**src/rtl/uk101_loader_pkg.sv**
```systemverilog
// Shared constants and types for the UK101 ASCII file loader.
//   CR / LF / SUB  : ASCII control codes the input filter acts on
//   loader_state_t : output pacing FSM states
package uk101_loader_pkg;

   localparam logic [7:0] CR  = 8'h0D;
   localparam logic [7:0] LF  = 8'h0A;
   localparam logic [7:0] SUB = 8'h1A;

   typedef enum logic [1:0] {
      IDLE,
      PRESENT,
      GAP
   } loader_state_t;

endpackage

```
**src/rtl/loader_fifo.sv**
```systemverilog
// Synchronous FIFO, no filtering.
//   clk_sys, reset : clock, synchronous active-high reset
//   push/push_data : write request and data; ignored when full unless popping too
//   pop            : remove head entry; ignored when empty
//   head           : current head entry
//   full/empty     : occupancy flags
//   count          : number of stored entries
module loader_fifo #(
   parameter int unsigned WIDTH = 8,
   parameter int unsigned DEPTH = 16
) (
   input  logic                     clk_sys,
   input  logic                     reset,
   input  logic                     push,
   input  logic [WIDTH-1:0]         push_data,
   input  logic                     pop,
   output logic [WIDTH-1:0]         head,
   output logic                     full,
   output logic                     empty,
   output logic [$clog2(DEPTH):0]   count
);

   localparam int unsigned AW = $clog2(DEPTH);

   logic [WIDTH-1:0] mem_q [DEPTH];
   logic [AW-1:0]    wr_ptr_q;
   logic [AW-1:0]    rd_ptr_q;
   logic [AW:0]      count_q;
   logic             do_push;
   logic             do_pop;

   assign empty   = (count_q == '0);
   assign full    = (count_q == (AW+1)'(DEPTH));
   assign count   = count_q;
   assign head    = mem_q[rd_ptr_q];
   assign do_pop  = pop & ~empty;
   // A pop in the same cycle frees the slot, so a push into a full FIFO is fine then.
   assign do_push = push & (~full | do_pop);

   always_ff @(posedge clk_sys) begin
      if (reset) begin
         wr_ptr_q <= '0;
         rd_ptr_q <= '0;
         count_q  <= '0;
      end else begin
         if (do_push) wr_ptr_q <= wr_ptr_q + 1'b1;
         if (do_pop)  rd_ptr_q <= rd_ptr_q + 1'b1;
         case ({do_push, do_pop})
            2'b10:   count_q <= count_q + 1'b1;
            2'b01:   count_q <= count_q - 1'b1;
            default: count_q <= count_q;
         endcase
      end
   end

   always_ff @(posedge clk_sys) begin
      if (do_push) mem_q[wr_ptr_q] <= push_data;
   end

endmodule

```
**src/rtl/ascii_loader.sv**
```systemverilog
// Paces a host-downloaded ASCII text file into the UK101 ACIA receive path.
//   clk_sys, reset      : clock, synchronous active-high reset
//   enable              : file loading selected; otherwise bytes are discarded
//   ioctl_download/wr/data : hps_io download port; ioctl_wait is registered back-pressure
//   out_valid/data/ready: character stream to the machine (valid/ready handshake)
//   busy                : download active, characters buffered, or pacing in progress
//   overflow            : sticky, a byte was dropped on a full FIFO
//   char_count          : characters delivered since last download start (saturating)
module ascii_loader
   import uk101_loader_pkg::*;
#(
   parameter int unsigned FIFO_DEPTH      = 16,
   parameter int unsigned GAP_CYCLES      = 48000,
   parameter int unsigned LINE_GAP_CYCLES = 4800000
) (
   input  logic        clk_sys,
   input  logic        reset,
   input  logic        enable,
   input  logic        ioctl_download,
   input  logic        ioctl_wr,
   input  logic [7:0]  ioctl_data,
   output logic        ioctl_wait,
   output logic        out_valid,
   output logic [7:0]  out_data,
   input  logic        out_ready,
   output logic        busy,
   output logic        overflow,
   output logic [15:0] char_count
);

   localparam int unsigned CntW        = $clog2(FIFO_DEPTH) + 1;
   localparam logic [CntW-1:0] WaitLevel = CntW'(FIFO_DEPTH - 2);
   localparam logic [31:0] GapLoad     = 32'(GAP_CYCLES - 1);
   localparam logic [31:0] LineGapLoad = 32'(LINE_GAP_CYCLES - 1);

   loader_state_t   state_q, state_d;
   logic [31:0]     gap_q, gap_d;
   logic            dl_q;
   logic            prev_cr_q;
   logic            wrote_any_q;
   logic            last_cr_q;
   logic            inj_q;
   logic            overflow_q;
   logic            wait_q;
   logic [15:0]     char_count_q;

   logic            accept, rise, fall;
   logic            filt_keep;
   logic [7:0]      filt_byte;
   logic            push, pop;
   logic [7:0]      push_data;
   logic [7:0]      fifo_head;
   logic            fifo_full, fifo_empty;
   logic [CntW-1:0] fifo_count;

   assign accept = ioctl_wr & ioctl_download & enable;
   assign rise   = ioctl_download & ~dl_q;
   assign fall   = ~ioctl_download & dl_q;

   // Line-ending normalisation: CRLF -> CR, lone LF -> CR; EOF and 8-bit bytes dropped.
   always_comb begin
      filt_keep = 1'b0;
      filt_byte = ioctl_data;
      if (accept) begin
         if (ioctl_data == LF) begin
            filt_keep = ~prev_cr_q;
            filt_byte = CR;
         end else if (ioctl_data == SUB || ioctl_data[7]) begin
            filt_keep = 1'b0;
         end else begin
            filt_keep = 1'b1;
         end
      end
   end

   assign push      = inj_q | filt_keep;
   assign push_data = inj_q ? CR : filt_byte;

   loader_fifo #(
      .WIDTH (8),
      .DEPTH (FIFO_DEPTH)
   ) u_fifo (
      .clk_sys   (clk_sys),
      .reset     (reset),
      .push      (push),
      .push_data (push_data),
      .pop       (pop),
      .head      (fifo_head),
      .full      (fifo_full),
      .empty     (fifo_empty),
      .count     (fifo_count)
   );

   always_comb begin
      state_d = state_q;
      gap_d   = gap_q;
      pop     = 1'b0;
      unique case (state_q)
         IDLE: begin
            if (!fifo_empty) state_d = PRESENT;
         end
         PRESENT: begin
            if (out_ready) begin
               pop     = 1'b1;
               gap_d   = (fifo_head == CR) ? LineGapLoad : GapLoad;
               state_d = GAP;
            end
         end
         GAP: begin
            if (gap_q == '0) state_d = IDLE;
            else             gap_d   = gap_q - 32'd1;
         end
         default: state_d = IDLE;
      endcase
   end

   always_ff @(posedge clk_sys) begin
      if (reset) begin
         state_q      <= IDLE;
         gap_q        <= '0;
         dl_q         <= 1'b0;
         prev_cr_q    <= 1'b0;
         wrote_any_q  <= 1'b0;
         last_cr_q    <= 1'b0;
         inj_q        <= 1'b0;
         overflow_q   <= 1'b0;
         wait_q       <= 1'b0;
         char_count_q <= '0;
      end else begin
         state_q <= state_d;
         gap_q   <= gap_d;
         dl_q    <= ioctl_download;
         wait_q  <= enable & (fifo_count >= WaitLevel);
         inj_q   <= fall & wrote_any_q & ~last_cr_q;
         // Download start clears per-file state; a byte in the same cycle still counts.
         if (rise) begin
            prev_cr_q   <= 1'b0;
            wrote_any_q <= 1'b0;
            last_cr_q   <= 1'b0;
            overflow_q  <= 1'b0;
         end
         if (accept) prev_cr_q <= (ioctl_data == CR);
         if (push) begin
            wrote_any_q <= 1'b1;
            last_cr_q   <= (push_data == CR);
         end
         if (push & fifo_full & ~pop) overflow_q <= 1'b1;
         if (rise)                                  char_count_q <= '0;
         else if (pop && char_count_q != 16'hFFFF) char_count_q <= char_count_q + 16'd1;
      end
   end

   assign ioctl_wait = wait_q;
   assign out_valid  = (state_q == PRESENT);
   assign out_data   = out_valid ? fifo_head : 8'h00;
   assign busy       = ioctl_download | ~fifo_empty | (state_q != IDLE) | inj_q;
   assign overflow   = overflow_q;
   assign char_count = char_count_q;

endmodule

```
**config.mk**
```make
export PLATFORM = sky130hd
export DESIGN_NAME = ascii_loader
export DESIGN_NICKNAME = d
export VERILOG_FILES = /design/src/rtl/uk101_loader_pkg.sv /design/src/rtl/loader_fifo.sv /design/src/rtl/ascii_loader.sv
export SDC_FILE = /design/constraint.sdc
export NUM_CORES = 1
export LEC_CHECK = 0
export ABC_CLOCK_PERIOD_IN_PS = 3600
export BUFFER_PORTS_ARGS = -buffer_cell sky130_fd_sc_hd__clkbuf_2
export CAP_MARGIN = 20
export CORE_MARGIN = 4
export CORE_UTILIZATION = 25
export DETAILED_ROUTE_END_ITERATION = 16
export SLEW_MARGIN = 5
export SYNTH_ARGS = -nofsm -noshare
export SYNTH_HDL_FRONTEND = slang
export SYNTH_SLANG_ARGS = --single-unit
```
**constraint.sdc**
```tcl
create_clock -name clk_sys -period 3.6 [get_ports clk_sys]
set_input_delay 0.54 -clock clk_sys [delete_from_list [all_inputs] [get_ports clk_sys]]
set_output_delay 0.54 -clock clk_sys [all_outputs]
set_load 0.1 [all_outputs]
```
# After elaboration in Yosys (flattened, before gate mapping)
# Memories as Yosys holds them, arrays and structs flattened. A register that Yosys moved wholly into a read port is not among the register bits.
# Cells that the tools add are included.
[op_classes]
magnitude_cmp = 1
n_mux = 27
n_bitwise = 23
eq_ne = 15
n_reduce_logical = 14
n_addsub = 6
[ops]
columns = ["op", "count"]
rows = [
  ["32-bit two-way mux", 2],
  ["32-bit case mux with 2 select lines", 1],
  ["8-bit by 4-bit == test with 1-bit output, second input constant", 4],
  ["32-bit logical NOT", 1],
  ["8-bit two-way mux", 4],
  ["32-bit by 1-bit subtractor with 32-bit output, second input constant", 1],
  ["23-bit two-way mux", 1],
  ["16-bit by 1-bit adder with 16-bit output, second input constant", 1],
  ["16-bit != test, second input constant", 1],
  ["1-bit two-way mux", 12],
  ["2-bit nonzero test", 6],
  ["1-bit bitwise AND", 11],
  ["5-bit case mux with 2 select lines", 1],
  ["4-bit by 1-bit adder with 4-bit output, second input constant", 2],
  ["8-bit by 5-bit == test with 1-bit output, second input constant", 1],
  ["4-bit two-way mux", 2],
  ["1-bit NOT", 7],
  ["2-bit two-way mux", 3],
  ["2-bit != test, second input constant", 3],
  ["2-bit case mux with 3 select lines", 1],
  ["3-bit AND reduction", 2],
  ["5-bit by 1-bit adder with 5-bit output, second input constant", 1],
  ["5-bit == test, second input constant", 1],
  ["5-bit by 4-bit greater-or-equal comparator with 1-bit output, second input constant", 1],
  ["other kinds (10)", 16],
]
[word_totals]
in_bits = 14
output_inout_bits = 28
word_cells = 100
ff_bits = 70
mem_count = 1
mem_bits_rw = 128
[memory_table]
columns = ["name", "depth", "width", "read_ports", "rd_clocked_by_memory_dff", "wr", "line_no", "rtl"]
rows = [
  ["u_fifo.mem_q", 16, 8, 1, 1, 1, "loader_fifo.sv:25", "logic [WIDTH-1:0] mem_q [DEPTH];"],
]

# Logic depth before layout (Yosys ltp)
# Gate-level depths: netlist of run 1.
[logic_depth]
word_depth = 9
depth_mapped = 12
mapped_depth_nobuf = 11

# Modules after synthesis
# From an unflattened synthesis of run 1, not the netlist that was laid out.
[hier_totals]
cells_unflattened = 695
hier_area_um2 = 8952.3
[modules_own_cells]
columns = ["mod", "cells_each", "seq_area_each_um2", "n_inst", "area_per_inst_um2"]
rows = [
  ["loader_fifo", 322, 4184.0, 1, 5854.4],
  ["ascii_loader", 373, 1141.1, 1, 3098.0],
]

# Worst setup path after synthesis of run 1
# OpenSTA, ideal clock, no wires.
[synth_timing]
kind = "register to output"
from = "reg with a tool-made name"
to = "out out_data[7]"
stages_incl_launch_ff = 6
path_slack_ps = -307
path_buffers = 2
required_ps = 3060
arrival_ps = 3367
cell_sequence = "dfxtp_1 > buf_2 > buf_2 > mux4_2 > mux2i_1 > a211oi_1"
[synth_lines]
columns = ["element", "line_no", "rtl"]
rows = [
  ["to (decl)", "ascii_loader.sv:24", "output logic [7:0] out_data,"],
]

==> results of run 1 <==
==> layer usage <==
metal / track usage, % / up-vias
met5: 0 / -
met2: 18.0 / 124
met1: 14.5 / 2913
met4: 2.74 / 0
met3: 1.52 / 24
li1: - / 2698
==> state kept, by name (all words and copies together) (netlist names), named ones only <==
register         flops
u_fifo.mem_q       128
u_fifo.rd_ptr_q      4
u_fifo.wr_ptr_q      4
dl_q                 1
u_fifo.count         5
wrote_any_q          1
overflow             1
ioctl_wait           1
last_cr_q            1
gap_q               32
char_count          16
prev_cr_q            1
inj_q                1
state_q              2
==> how the worst min path moves through the flow <==
stage | from | slack [ns] | end
final | out_ready | 0.29 | state_q[0]
after global routing | out_ready | 0.29 | state_q[0]
after global placement | last_cr_q | 0.42 | inj_q
after floorplan | last_cr_q | 0.40 | inj_q
after detailed placement | last_cr_q | 0.42 | inj_q
after CTS | out_ready | 0.28 | state_q[0]
==> cell families (layout without fill, tap and decap cells) <==
family	Yosys count	count (layout)	share of synthesized area, %
adders and majority gates	10	10	1.43
AOI/OAI and AO/OA	108	108	8.17
buffers and inverters	48	121	2.41
muxes	38	38	8.91
xor gates and xnor gates	33	33	3.29
DFF	202	202	60.7
and+or+nand+nor	236	236	15.1
==> critical path: stages, from the launching register on <==
cell      delay (ns)
dfxtp_2         0.51
buf_4           0.32
mux4_2          0.53
a22o_1          0.27
nor2_1          0.19
nor2_1          0.06
clkbuf_2        0.39
==> cells in the mapped netlist (4+ instances only) <==
master | number | area (sq um)
xor2_1 | 22 | 193
nand2b_1 | 5 | 31.3
o31ai_1 | 8 | 60.1
edfxtp_1 | 128 | 3840
inv_1 | 19 | 71.3
or4_1 | 9 | 67.6
nand2_1 | 30 | 113
or2_2 | 9 | 56.3
and2_1 | 16 | 100
or3_1 | 13 | 81.3
nand3b_1 | 5 | 37.5
clkbuf_1 | 18 | 67.6
xnor2_1 | 11 | 96.3
a21oi_1 | 41 | 205
o21ai_0 | 10 | 50.1
mux2i_1 | 5 | 50.1
a22o_1 | 7 | 61.3
a211oi_1 | 4 | 30.0
nor3_1 | 16 | 80.1
nand3_1 | 23 | 115
mux4_2 | 32 | 721
dfxtp_1 | 74 | 1480
a31oi_1 | 4 | 25.0
nor2_1 | 58 | 218
a2111oi_0 | 4 | 35.0
a22oi_1 | 6 | 45.0
ha_1 | 10 | 125
nor2b_1 | 9 | 56.3
nand4_1 | 8 | 50.1
nor4_1 | 12 | 75.1
==> stage by stage <==
step,hold slack (ns),util [%],instances
floorplan,0.396,-,675
global placement,0.420,27.8,1167
detailed placement,0.419,27.8,1167
CTS,0.276,29.8,1203
global route,0.294,29.8,1203
finish,0.294,29.8,1203
==> cells in the final DEF (no fill, tap or decap), types with 5 or more instances in the layout <==
master and n:
edfxtp_1 128, clkbuf_16 20, and2_1 16, nor4_1 12
nand2b_1 5, xnor2_1 11, nand3_1 23, or4_1 9
dfxtp_1 73, buf_4 25, mux4_2 32, a22oi_1 6
nor2b_1 9, a21oi_1 41, nor3_1 16, or3_1 13
clkinv_2 5, or2_2 9, nor2_1 58, xor2_1 22
nand3b_1 5, o31ai_1 8, clkbuf_2 41, nand2_1 30
inv_1 19, mux2i_1 5, ha_1 10, o21ai_0 10
nand4_1 8, a22o_1 7
==> layout make-up <==
type	instances	area, sq um
clock inverter	12	169
tap	455	569
sequential	202	5330
multi-input combinational	425	3240
clock buffer	24	515
inverter	19	71.3
timing repair buffer	66	393
fill	3560	24300
==> power by group <==
part | internal [mW] | switching [mW] | total (mW)
Combinational | 0.338 | 0.658 | 0.997
Clock | 1.32 | 0.876 | 2.19
Sequential | 2.51 | 0.0587 | 2.57
Total | 4.17 | 1.59 | 5.76
==> reports/results.tsv, run 1 <==
metric	value	unit
outcome	complete, no violations	
async_reset_ff_share	0	%
grt_use_total	10.6	%
r2r_slack	0.56	ns
rr_worst_depth	11	
max-clock-path-buffers	3	
wl_met3	788	um
ir_worst_vdd	0.317	mV
max_freq	300	MHz
ys_seq_area_share	60.7	%
cts_max_level	1	
drive_above_1_share	20.6	%
pre_cts_ws	0.608	ns
m1WireLength	9440	um
grt_pass1_wl	32800	um
drv_cap	0	
grt_remaining_overflow	0	
hold_viol_final	0	
wirelength	20700	um
finalClockSkew	0.0212	ns
r2r-end	u_fifo.count[2]	
synth-seq-cells	202	
yosysWarnings	0	
wl_per_cell	17.2	um
endpoint	out_data[0]	
setup_viol	0	
cts_made_buffers	20	
vias	5759	
finalSetupTns	0	ns
numClockSinks	202	
final_nets	758	
grt_pass1_vias	5716	
hp-class	in2reg	
synth_area	8770	sq um
slew_headroom	34.6	%
dpl_cell_area	9600	sq um
grt_max_degree	42	
diodes	0	
critPathLaunchType	register	
ios	42	
area_growth	17.2	%
wl_met2	10100	um
fin_crit	3.33	ns
syn-num-nets	699	
initial_core_util	25.4	%
netlist_instances	675	
hold_depth	2	
cts_resized	0	
cts_tree	done	
hpwl	14200	um
dr.pass1.iters	5	
fin_ws	0.266	ns
clock_latency	0.51	ns
io_buffers	41	
die_area	38200	sq um
tightest_slew	0.972	ns
antenna_left	0	
cp.arrival	2.79	ns
power_density	560	nW/um^2
via_per_inst	4.79	
p_total	5.76	mW
worstSetupEndpointType	primary output	
fp.dieH	195	um
avgSynthCellArea	13.0	sq um
power.leakage	3.46	nW
rsz0062_at_grt	false	
cp_max_fo	12	
cts.clk_slew.worst_paths	0.06	ns
postLayoutCellArea	10300	sq um
cts-root-buf	clkbuf_16	
path_class	reg2out	
cp.required	3.06	ns
drt_iter0_drc	423	
antenna_found_initial	0	
ys.flop_type	edfxtp_1	
cts_hold_buf	0	
die_w	195	um
synth_edf_count	128	
yosysUniqueCellTypes	68	
drc	0	
post_cts_buffers	0	
r2r-start	u_fifo.count[0]	
dr.max_layer_used	met4	
routabilityCongestion	0.826	
rows	68	
core_area	34500	sq um
maxSlewViolCount	0	
fin_crit_sh	92.6	%
Note: power is estimated with default switching activity, not from simulation.
==> inputs of run 2 (changes only) <==
--- a/config.mk
+++ b/config.mk
@@ -11,6 +11,7 @@
 export CORE_MARGIN = 4
 export CORE_UTILIZATION = 25
 export DETAILED_ROUTE_END_ITERATION = 16
+export RECOVER_POWER = 50
 export SLEW_MARGIN = 5
 export SYNTH_ARGS = -nofsm -noshare
 export SYNTH_HDL_FRONTEND = slang
==> reports/results.tsv, run 2 (same netlist as run 1, synthesis figures left out) <==
metric	value	unit
r2r-start	u_fifo.count[0]	
ir_worst_vdd	0.318	mV
pre_cts_ws	0.608	ns
drt_iter0_drc	429	
fin_ws	0.272	ns
final_nets	758	
grt_pass1_vias	5716	
setup_viol	0	
post_cts_buffers	0	
tightest_slew	1.95	ns
cts_tree	done	
wirelength	20700	um
path_cells	buf_4 -> mux4_2 -> a22o_1 -> nor2_1 -> nor2_1 -> clkbuf_2	
cts_resized	0	
max_stage_delay	0.53	ns
initial_core_util	25.4	%
post-route-util	29.6	%
diodes	0	
drv_cap	1	
swShare	27.7	%
layout_common_cells	128 x edfxtp_1, 73 x dfxtp_1, 58 x nor2_1	
comb_power_share	17.2	%
fin_crit_sh	92.4	%
post-place-cells	1167	
hpwl	14200	um
switchingPower	1.59	mW
pwr-share-clk	38.1	%
finalClockSkew	0.0208	ns
clock_latency	0.51	ns
grt_max_degree	42	
cts_made_buffers	20	
max_freq	300	MHz
antenna_left	0	
hold_ws	0.296	ns
slowest_stage	mux4_2	
cp_common_cell	nor2_1	
max-clock-path-buffers	3	
io_buffers	41	
ios	42	
finalSetupTns	0	ns
power_density	563	nW/um^2
min_from	out_ready	
top_register	u_fifo.mem_q	
dr.pass1.iters	5	
cp_max_fo	12	
routabilityCongestion	0.826	
die_area	38200	sq um
rsz0062_at_grt	false	
outcome	complete, but fails checks	
die_w	195	um
fin_crit	3.33	ns
cp.arrival	2.79	ns
power.leakage	3.35	nW
dpl_cell_area	9600	sq um
hold_viol_final	0	
drc	0	
final_common_cell	edfxtp_1	
instances_no_fill	1203	
grt_pass1_wl	32800	um
via_per_inst	4.77	
wl_per_cell	17.2	um
drive_above_1_share	16.4	%
p_total	5.76	mW
cp.required	3.06	ns
slew_headroom	-29.9	%
cts_max_level	1	
path_class	reg2out	
largest_reg_flops	128	
cts.clk_slew.worst_paths	0.06	ns
intPower	4.16	mW
fp.dieH	195	um
rows	68	
hp-class	in2reg	
cts-root-buf	clkbuf_16	
grt_use_total	10.6	%
violations	capacitance limit, slew limit	
antenna_found_initial	0	
numClockSinks	202	
grt_remaining_overflow	0	
critPathLaunchType	register	
postLayoutCellArea	10200	sq um
area_growth	16.5	%
worstSetupEndpointType	primary output	
vias	5739	
core_area	34500	sq um
cts_hold_buf	0	
pwr-share-seq	44.7	%
maxSlewViolCount	42	
[run 2: power by group through the flow]
stage	Clock, mW	Combinational [mW]	Sequential, mW
2_1_floorplan	0	0.782	2.61
3_3_place_gp	0	0.968	2.62
3_5_place_dp	0	0.987	2.62
4_1_cts	2.23	0.992	2.57
5_1_grt	2.33	1.09	2.58
6_report	2.19	0.990	2.57
[run 2: metal layers]
metal | wire length, um | vias to the layer above | GRT usage, %
met4 | 382 | 0 | 2.74
met2 | 10000 | 112 | 18.0
met3 | 715 | 24 | 1.52
li1 | - | 2698 | -
met5 | 0 | - | 0
met1 | 9610 | 2905 | 14.5
[run 2: layout make-up]
| type | count | area (sq um) |
|---|---|---|
| clock buffers | 24 | 515 |
| clock inverters | 12 | 169 |
| fillers | 3584 | 24300 |
| inverters | 19 | 71.3 |
| multi-input cells | 425 | 3240 |
| flip-flops and latches | 202 | 5330 |
| well taps | 455 | 569 |
| repair buffers | 66 | 328 |
[run 2: worst max-delay path: cells and delay by family, from the launching register on]
family	cells	cell delay (ns)
buffers and inverters	2	0.71
multiplexers	1	0.53
flip-flops	1	0.51
AO/OA/AOI/OAI	1	0.27
AND/OR/NAND/NOR	2	0.25
[run 2: worst paths after layout]
check	end	slack (ns)	cells past startpoint
worst min-delay path	state_q[0]	0.30	2
worst max register to register	u_fifo.count[2]	0.52	11
worst min register to register	inj_q	0.42	1
worst max-delay path	out_data[0]	0.27	6
